File: config.mk
export PLATFORM = sky130hd
export DESIGN_NAME = fp_normalize_round
export DESIGN_NICKNAME = d
export VERILOG_FILES = /design/src/rtl/fp_normalize_round.sv
export SDC_FILE = /design/constraint.sdc
export NUM_CORES = 1
export LEC_CHECK = 0
export CAP_MARGIN = 20
export CORE_MARGIN = 2
export CORE_UTILIZATION = 40
export CTS_BUF_LIST = sky130_fd_sc_hd__clkbuf_4 sky130_fd_sc_hd__clkbuf_8 sky130_fd_sc_hd__clkbuf_16
export DETAILED_ROUTE_END_ITERATION = 7
export PLACE_DENSITY = 0.66
export SKIP_CTS_REPAIR_TIMING = 1
export SYNTH_ARGS = -nofsm -noshare
export SYNTH_HDL_FRONTEND = slang
export SYNTH_SLANG_ARGS = --single-unit
File: constraint.sdc
create_clock -name clk -period 3.65 [get_ports clk]
set_input_delay 0.365 -clock clk [delete_from_list [all_inputs] [get_ports clk]]
set_output_delay 0.365 -clock clk [all_outputs]
set_load 0.05 [all_outputs]
File: src/rtl/fp_normalize_round.sv
// fp_normalize_round
// ------------------
// Normalises and rounds a raw floating-point sum into an IEEE-754 single.
// The raw sum is captured in IDLE. SHIFT brings the hidden bit to [26],
// using at most one right shift for a carry or single-bit left shifts after
// cancellation. ROUND applies round-to-nearest-even and packs the result.
// DONE holds the result until the consumer takes it.
//
// Build option:
//   FP_NORM_SUBNORMAL_EN - when defined, tiny results are denormalised and
//                          encoded as subnormals. When undefined, tiny results
//                          flush to signed zero with underflow/zero/inexact.
//
// Ports:
//   clk, rst_n            clock, asynchronous active-low reset
//   in_valid/in_ready     input handshake (ready only in IDLE, out of reset)
//   in_sign/in_exp/in_mant raw sum: sign, signed biased exponent, and a
//                          28-bit significand {carry, hidden, frac[22:0], G, R, S}
//   out_valid/out_ready   output handshake
//   out_result            packed single-precision result
//   out_overflow/out_underflow/out_inexact/out_zero  status flags
module fp_normalize_round #(
    parameter int EXP_W = 10
) (
    input  logic             clk,
    input  logic             rst_n,
    input  logic             in_valid,
    output logic             in_ready,
    input  logic             in_sign,
    input  logic [EXP_W-1:0] in_exp,
    input  logic [27:0]      in_mant,
    output logic             out_valid,
    input  logic             out_ready,
    output logic [31:0]      out_result,
    output logic             out_overflow,
    output logic             out_underflow,
    output logic             out_inexact,
    output logic             out_zero
);

    // Two guard bits let exp+1 and the rounding carry never wrap.
    localparam int XW = EXP_W + 2;
    localparam logic signed [XW-1:0] EXP_ONE = XW'(1);
    localparam logic signed [XW-1:0] EXP_MAX = XW'(255);

    typedef enum logic [1:0] {
        IDLE  = 2'd0,
        SHIFT = 2'd1,
        ROUND = 2'd2,
        DONE  = 2'd3
    } state_t;

    // Round-to-nearest-even increment decision.
    function automatic logic rne_increment(input logic g, input logic r,
                                           input logic s, input logic lsb);
        return g & (r | s | lsb);
    endfunction

    state_t                 state_r, state_s;
    logic                   sign_r, sign_s;
    logic signed [XW-1:0]   exp_r, exp_s;
    logic [27:0]            mant_r, mant_s;
    logic                   tiny_r, tiny_s;
    logic                   valid_r, valid_s;
    logic [31:0]            result_r, result_s;
    logic                   ovf_r, ovf_s;
    logic                   unf_r, unf_s;
    logic                   inx_r, inx_s;
    logic                   zero_r, zero_s;

    logic                   grs_s;
    logic                   inc_s;
    logic [24:0]            sum_s;
    logic [23:0]            rsig_s;
    logic signed [XW-1:0]   rexp_s;

    // Rounding of the current significand register (consumed in ROUND).
    always_comb begin
        grs_s  = mant_r[2] | mant_r[1] | mant_r[0];
        inc_s  = rne_increment(mant_r[2], mant_r[1], mant_r[0], mant_r[3]);
        sum_s  = {1'b0, mant_r[26:3]} + {24'd0, inc_s};
        if (sum_s[24]) begin
            // Rounding carried to 2^24: renormalise, exponent moves up.
            rsig_s = sum_s[24:1];
            rexp_s = exp_r + EXP_ONE;
        end else begin
            rsig_s = sum_s[23:0];
            rexp_s = exp_r;
        end
    end

    // Next-state and datapath update for the FSM.
    always_comb begin
        state_s  = state_r;
        sign_s   = sign_r;
        exp_s    = exp_r;
        mant_s   = mant_r;
        tiny_s   = tiny_r;
        valid_s  = valid_r;
        result_s = result_r;
        ovf_s    = ovf_r;
        unf_s    = unf_r;
        inx_s    = inx_r;
        zero_s   = zero_r;

        case (state_r)
            IDLE: begin
                if (in_valid) begin
                    sign_s = in_sign;
                    exp_s  = {{2{in_exp[EXP_W-1]}}, in_exp};
                    mant_s = in_mant;
                    tiny_s = 1'b0;
                    if (in_mant == 28'd0) begin
                        // Exact zero bypasses normalisation entirely.
                        result_s = {in_sign, 31'd0};
                        ovf_s    = 1'b0;
                        unf_s    = 1'b0;
                        inx_s    = 1'b0;
                        zero_s   = 1'b1;
                        valid_s  = 1'b1;
                        state_s  = DONE;
                    end else begin
                        state_s  = SHIFT;
                    end
                end else begin
                    state_s = IDLE;
                end
            end

            SHIFT: begin
`ifdef FP_NORM_SUBNORMAL_EN
                if (exp_r < EXP_ONE) begin
                    // Denormalise one place per cycle up to exp==1.
                    mant_s = {1'b0, mant_r[27:2], mant_r[1] | mant_r[0]};
                    exp_s  = exp_r + EXP_ONE;
                end else
`else
                if (exp_r < EXP_ONE) begin
                    tiny_s  = 1'b1;
                    state_s = ROUND;
                end else
`endif
                if (mant_r[27]) begin
                    // Carry out: shift right, keep the lost bit in sticky.
                    mant_s  = {1'b0, mant_r[27:2], mant_r[1] | mant_r[0]};
                    exp_s   = exp_r + EXP_ONE;
                    state_s = ROUND;
                end else if (mant_r[26]) begin
                    state_s = ROUND;
                end else if (exp_r > EXP_ONE) begin
                    mant_s  = {mant_r[26:0], 1'b0};
                    exp_s   = exp_r - EXP_ONE;
                end else begin
                    // exp==1 with no hidden bit: the value is tiny.
                    tiny_s  = 1'b1;
                    state_s = ROUND;
                end
            end

            ROUND: begin
                valid_s = 1'b1;
                state_s = DONE;
                ovf_s   = 1'b0;
                zero_s  = 1'b0;
`ifdef FP_NORM_SUBNORMAL_EN
                unf_s   = tiny_r & grs_s;
                inx_s   = grs_s;
                if (rexp_s >= EXP_MAX) begin
                    result_s = {sign_r, 8'hFF, 23'd0};
                    ovf_s    = 1'b1;
                    inx_s    = 1'b1;
                end else begin
                    // Hidden bit clear means subnormal: exponent field 0.
                    result_s = {sign_r, (rsig_s[23] ? rexp_s[7:0] : 8'd0), rsig_s[22:0]};
                    zero_s   = (rsig_s == 24'd0);
                end
`else
                if (tiny_r) begin
                    result_s = {sign_r, 31'd0};
                    unf_s    = 1'b1;
                    inx_s    = 1'b1;
                    zero_s   = 1'b1;
                end else if (rexp_s >= EXP_MAX) begin
                    result_s = {sign_r, 8'hFF, 23'd0};
                    unf_s    = 1'b0;
                    ovf_s    = 1'b1;
                    inx_s    = 1'b1;
                end else begin
                    result_s = {sign_r, (rsig_s[23] ? rexp_s[7:0] : 8'd0), rsig_s[22:0]};
                    unf_s    = 1'b0;
                    inx_s    = grs_s;
                end
`endif
            end

            DONE: begin
                if (out_ready) begin
                    valid_s = 1'b0;
                    state_s = IDLE;
                end else begin
                    state_s = DONE;
                end
            end

            default: begin
                valid_s = 1'b0;
                state_s = IDLE;
            end
        endcase
    end

    // FSM state register.
    always_ff @(posedge clk or negedge rst_n) begin
        if (!rst_n) begin
            state_r <= IDLE;
        end else begin
            state_r <= state_s;
        end
    end

    // Datapath and registered outputs.
    always_ff @(posedge clk or negedge rst_n) begin
        if (!rst_n) begin
            sign_r   <= 1'b0;
            exp_r    <= '0;
            mant_r   <= 28'd0;
            tiny_r   <= 1'b0;
            valid_r  <= 1'b0;
            result_r <= 32'd0;
            ovf_r    <= 1'b0;
            unf_r    <= 1'b0;
            inx_r    <= 1'b0;
            zero_r   <= 1'b0;
        end else begin
            sign_r   <= sign_s;
            exp_r    <= exp_s;
            mant_r   <= mant_s;
            tiny_r   <= tiny_s;
            valid_r  <= valid_s;
            result_r <= result_s;
            ovf_r    <= ovf_s;
            unf_r    <= unf_s;
            inx_r    <= inx_s;
            zero_r   <= zero_s;
        end
    end

    // rst_n gating keeps in_ready low throughout reset, high right after it.
    assign in_ready      = rst_n & (state_r == IDLE);
    assign out_valid     = valid_r;
    assign out_result    = result_r;
    assign out_overflow  = ovf_r;
    assign out_underflow = unf_r;
    assign out_inexact   = inx_r;
    assign out_zero      = zero_r;

endmodule
==> Yosys cells after proc, flatten, opt, wreduce, memory -nomap -nowiden <==
Cells that the tools add are included.
{ "totals": {"word_cells": 97, "ff_bits": 81, "in_bits": 43, "out_inout_bits": 38} }
{ "op_classes": {"bitwise_logic": 6, "n_mux": 49, "n_eq_ne": 13, "magnitude_cmp": 3, "addsub": 3, "reduce_logical": 11} }
{ "op_table": {"columns": ["cell", "count"], "rows": [
  ["2-to-1 mux 27 bit", 3],
  ["2-to-1 mux 12 bit", 6],
  ["2-to-1 mux 32 bit", 2],
  ["case mux 32 bit (2 select lines)", 1],
  ["2-to-1 mux 31 bit", 2],
  ["2-to-1 mux 28 bit", 2],
  ["case mux 28 bit (2 select lines)", 1],
  ["logical NOT 28 bit", 1],
  ["adder 24 x 1 -> 25 bit", 1],
  ["2-to-1 mux 24 bit", 1],
  ["case mux 12 bit (2 select lines)", 1],
  ["2-to-1 mux 1 bit", 15],
  ["!= test 3 bit, second input constant", 5],
  ["2-to-1 mux 2 bit", 7],
  ["adder 12 x 2 -> 12 bit, second input constant", 1],
  [">= comparator 12 x 9 -> 1 bit, second input constant", 1],
  ["> comparator 12 x 2 -> 1 bit, second input constant", 1],
  ["< comparator 12 x 2 -> 1 bit, second input constant", 1],
  ["subtractor 12 x 2 -> 12 bit, second input constant", 1],
  ["case mux 1 bit (2 select lines)", 5],
  ["AND reduction 5 bit", 2],
  ["2-to-1 mux 8 bit", 1],
  ["!= test 2 bit, second input constant", 4],
  ["case mux 2 bit (4 select lines)", 1],
  ["12 further kinds", 19]
]} }

==> Depth between registers and ports, before layout <==
{ "logic_depth": {"word_depth": 9, "mapped_depth": 10, "ltp_nobuf": 8} }

==> Worst setup path after synthesis <==
Ideal clock, no wire load.
{ "synth_timing": {"path_type": "register to register", "startpoint": "register exp_r[0]", "endpoint": "register mant_r[0]", "setup_ns": 0.087, "period_less_slack_ns": 2.567, "arrival_time_ns": 2.480, "required_ns": 3.563, "n_path_buf": 2, "path_slack_ns": 1.083, "stages_incl_launch_ff": 11, "cell_sequence": "dfrtp_1 -> inv_1 -> ha_1 -> or2_2 -> a41oi_1 -> nor2b_1 -> clkbuf_1 -> o21ba_2 -> clkbuf_1 -> o21ai_0 -> a22oi_1"} }
{ "synth_between": {"elab_chain_cells": 3, "elab_cells_between_ends": 5, "classes_between": "order compare: 2; eq/ne: 2; reduce/logical: 1"} }
{ "synth_rtl": {"columns": ["item", "line_no", "text"], "rows": [
  ["start, declared", "61", "logic signed [XW-1:0] exp_r, exp_s;"],
  ["start signal, assigned", "236", "exp_r <= exp_s;"],
  ["> comparator 12 x 2 -> 1 bit / < comparator 12 x 2 -> 1 bit (equally long branches)", "150, 138", null],
  ["!= test 3 bit (no source line) / != test 2 bit (equally long branches)", null, null],
  ["AND reduction 5 bit (no source line) (*)", null, null],
  ["end signal, assigned", "237", "mant_r <= mant_s;"],
  ["end, declared", "62", "logic [27:0] mant_r, mant_s;"]
]} }
Mark *: on every way between the ends. The rest lies on a longest branch, timed or not.
A chain may end at the register's enable or synchronous reset.

==> Final worst setup path <==
{ "layout_timing": {"startpoint": "register mant_r[7]", "endpoint": "register result_r[0], in the netlist out_result[0]"} }
{ "layout_between": {"elab_chain_cells": 6, "elab_cells_between_ends": 7, "classes_between": "add/sub: 1; order compare: 1; mux: 5"} }
{ "layout_rtl": {"columns": ["item", "line_no", "text"], "rows": [
  ["adder 24 x 1 -> 25 bit (*)", "81", "sum_s = {1'b0, mant_r[26:3]} + {24'd0, inc_s};"],
  ["2-to-1 mux 12 bit", "82", "if (sum_s[24]) begin"],
  [">= comparator 12 x 9 -> 1 bit", "183", "end else if (rexp_s >= EXP_MAX) begin"],
  ["2-to-1 mux 31 bit (*)", "183", null],
  ["2-to-1 mux 31 bit (*)", "178", "if (tiny_r) begin"],
  ["case mux 32 bit (2 select lines) (*)", "106", "case (state_r)"],
  ["end signal, assigned", "240", "result_r <= result_s;"],
  ["end, declared", "65", "logic [31:0] result_r, result_s;"]
]} }
Marked as above.

==> results.yml <==
run_status:
  status: "finished clean"
critical_path:
  startpoint_type: "flip-flop"
  critPathKind: "flip-flop to flip-flop"
  critPathBufInv: 0
  cpPeakStageDelay_ns: 0.63
  cp.arrival_ns: 3.29
  cp-end-kind: "flip-flop"
  crit_fanout: 11
  slowest_stage: "or3_1"
  crit_chain: "nand4_1 > or3_1 > or4_1 > and3_1 > o21a_1 > a31o_2"
  cp_top_family: "simple AND/OR/NAND/NOR gates"
  required_ns: 3.88
sta:
  fin_tns_setup_ns: 0
  setup_violations: 0
  setup_ws_ns: 0.589
  finalCritPeriodShare: 0.839
  tightest_slew_ns: 0.742
  drv_slew: 0
  finalHoldViolations: 0
  fmax_ghz: 0.327
  clock_skew_ns: 0.00763
  relSlewSlack: 0.500
  min_period_ns: 3.06
  grt_setup_unrepaired: "false"
global_routing:
  grt-ovfl-total: 0
  grt_pass1_vias: 4977
  grt_use_total: 0.226
  grt_pass1_wl_um: 26300
  antenna_found_initial: 0
  grt_start_max_net_pins: 81
yosys:
  synth_flop_cell: "dfrtp_1"
  ys_top_cells_by_area: "dfrtp_1 (37%), o21ai_0 (7.8%), nand2_1 (7.0%), a21oi_1 (5.2%), a31o_2 (4.0%)"
  synthArstFlopShare: 1.00
  netlist.area_leader.share: 0.372
  ys_ff_latch: 81
  synth_top_cells_by_count: "nand2_1 (102), o21ai_0 (85), dfrtp_1 (81)"
  yosysWarnings: 0
  netlist_area_mm2: 0.00544
  synth_cell_types: 62
  syn_nets: 729
  synth.most_common_cell: "nand2_1"
  avgSynthCellArea_um2: 7.98
  synth_largest_area_cell: "dfrtp_1"
  synth-edff-count: 0
  synthCells: 682
  seq_area_frac_synth: 0.372
detailed_routing:
  drtAntennaViolNets: 0
  firstDrtPassIters: 6
  num_vias: 5427
  viasPerCell: 5.97
  wl_um: 16100
  drcViolationCount: 0
  drtIter0Drc: 534
  wl_per_cell_um: 17.7
power:
  p_per_area_mw_per_mm2: 837
  pwr-share-clk: 0.164
  swShare: 0.489
  comb_power_share: 0.502
  p_seq_frac: 0.334
  internal_power_uw: 2870
  net-switching-power_uw: 2740
  power_leakage_uw: 0.00261
  vdd_ir_drop_max_mv: 0.295
place:
  placed_cells: 890
  place_ws_ns: 0.638
  post-dp-hpwl_um: 11500
  io_buffers: 80
  routabilityCongestion: 0.902
floorplanning:
  ios: 81
  core_area_mm2: 0.0132
  die_x_um: 121
  row_count: 42
  die_h_um: 121
  start_util: 0.411
  die-area_mm2: 0.0146
clock_tree:
  htreeDepth: 3
  numCtsBuffers: 9
  clk_path_buf_depth: 2
  clk_pin_slew_ns: 0.06
  cts_tree: "done"
  cts_root_buf: "clkbuf_16"
  clk_latency_ns: 0.34
  clkSinkCount: 81
cells_and_area:
  diodes: 0
  final_cells: 909
  final_layout_size_suffix_gt1_frac: 0.0941
  area_growth_pct: 23.1
  final_nets: 775
worst_hold_path:
  min_path_type: "primary input to async pin"
job:
  maxCapViolations: 0
==> through the flow <==
stage / utilization / hold slack, ns / cell area (µm²) / power, µW
floorplan: - / 0.0694 / 5440 / 3760
global placement: 0.479 / 0.158 / 6340 / 4560
detailed placement: 0.479 / 0.159 / 6340 / 4630
CTS: 0.501 / -0.206 / 6630 / 5550
global route: 0.506 / 0.362 / 6700 / 5980
finish: 0.506 / 0.337 / 6700 / 5600
==> path summary, 6_finish.rpt <==
kind / from / endpoint / slack, ns / cells after the start
min: rst_n / sign_r / 0.34 / 2
max: mant_r[7] / out_result[0] / 0.59 / 6
max in group asynchronous: rst_n / out_result[17] / 2.43 / 4
min reg2reg: out_overflow / out_overflow / 0.49 / 2
min in group clk: out_overflow / out_overflow / 0.49 / 2
max reg2reg: mant_r[7] / out_result[0] / 0.59 / 6
==> sequential cells by signal, indices dropped and copies added, names as in the netlist <==
signal	count
out_zero	1
sign_r	1
tiny_r	1
out_overflow	1
mant_r	28
exp_r	12
out_result	32
out_inexact	1
state_r	2
out_underflow	1
out_valid	1
==> cell usage in the layout, fill, tap and decap left out, types with 6 or more instances in the layout <==
cell	Yosys	final
nand4_1	17	17
a22oi_1	25	25
xnor2_1	18	18
and2_1	7	7
xor2_1	12	12
dfrtp_1	81	81
o21ai_0	85	85
a31oi_1	6	6
clkdlybuf4s50_1	0	79
nor4_1	15	15
clkbuf_16	0	9
and3_1	7	7
buf_4	1	16
inv_1	12	12
nor2_1	30	29
a31o_2	25	25
nand3_1	17	17
nor3_1	21	20
nand2_1	102	102
a21oi_1	57	57
==> worst reg2reg max path, stage by stage (launching register included) <==
cell and delay (ns):
dfrtp_1 0.53, nand4_1 0.41, or3_1 0.63, or4_1 0.54, and3_1 0.22, o21a_1 0.33
a31o_2 0.29
==> per-layer routing <==
layer | share of wire | global-route usage
met1 | 0.48 | 0.336
met2 | 0.44 | 0.335
met3 | 0.070 | 0.0344
met4 | 0.014 | 0.0690
met5 | 0 | 0
==> power by group through the flow <==
stage / registers, µW / logic (µW) / clock network (µW)
after floorplan: 1930 / 1820 / 0
after global placement: 1860 / 2700 / 0
after detailed placement: 1870 / 2750 / 0
after CTS: 1860 / 2760 / 928
after global routing: 1940 / 3070 / 965
final: 1870 / 2810 / 918
==> logic make-up (layout without fill, tap and decap cells) <==
group | Yosys count | count (layout) | share of synthesized area
buf+inv | 75 | 126 | 0.0566
compound gates | 252 | 252 | 0.298
simple gates | 234 | 234 | 0.204
fa+ha+maj | 4 | 4 | 0.00920
flops | 81 | 81 | 0.372
xor+xnor | 30 | 30 | 0.0483
mux | 6 | 6 | 0.0115
==> layout make-up <==
cell class	count	area, µm²
Tap cell	176	220
Multi-Input combinational cell	526	3130
Clock buffer	10	239
Sequential cell	81	2030
Fill cell	1263	6540
Inverter	12	45.0
Timing Repair Buffer	98	976
Clock inverter	6	57.6
(Power assumes the default switching activity.)
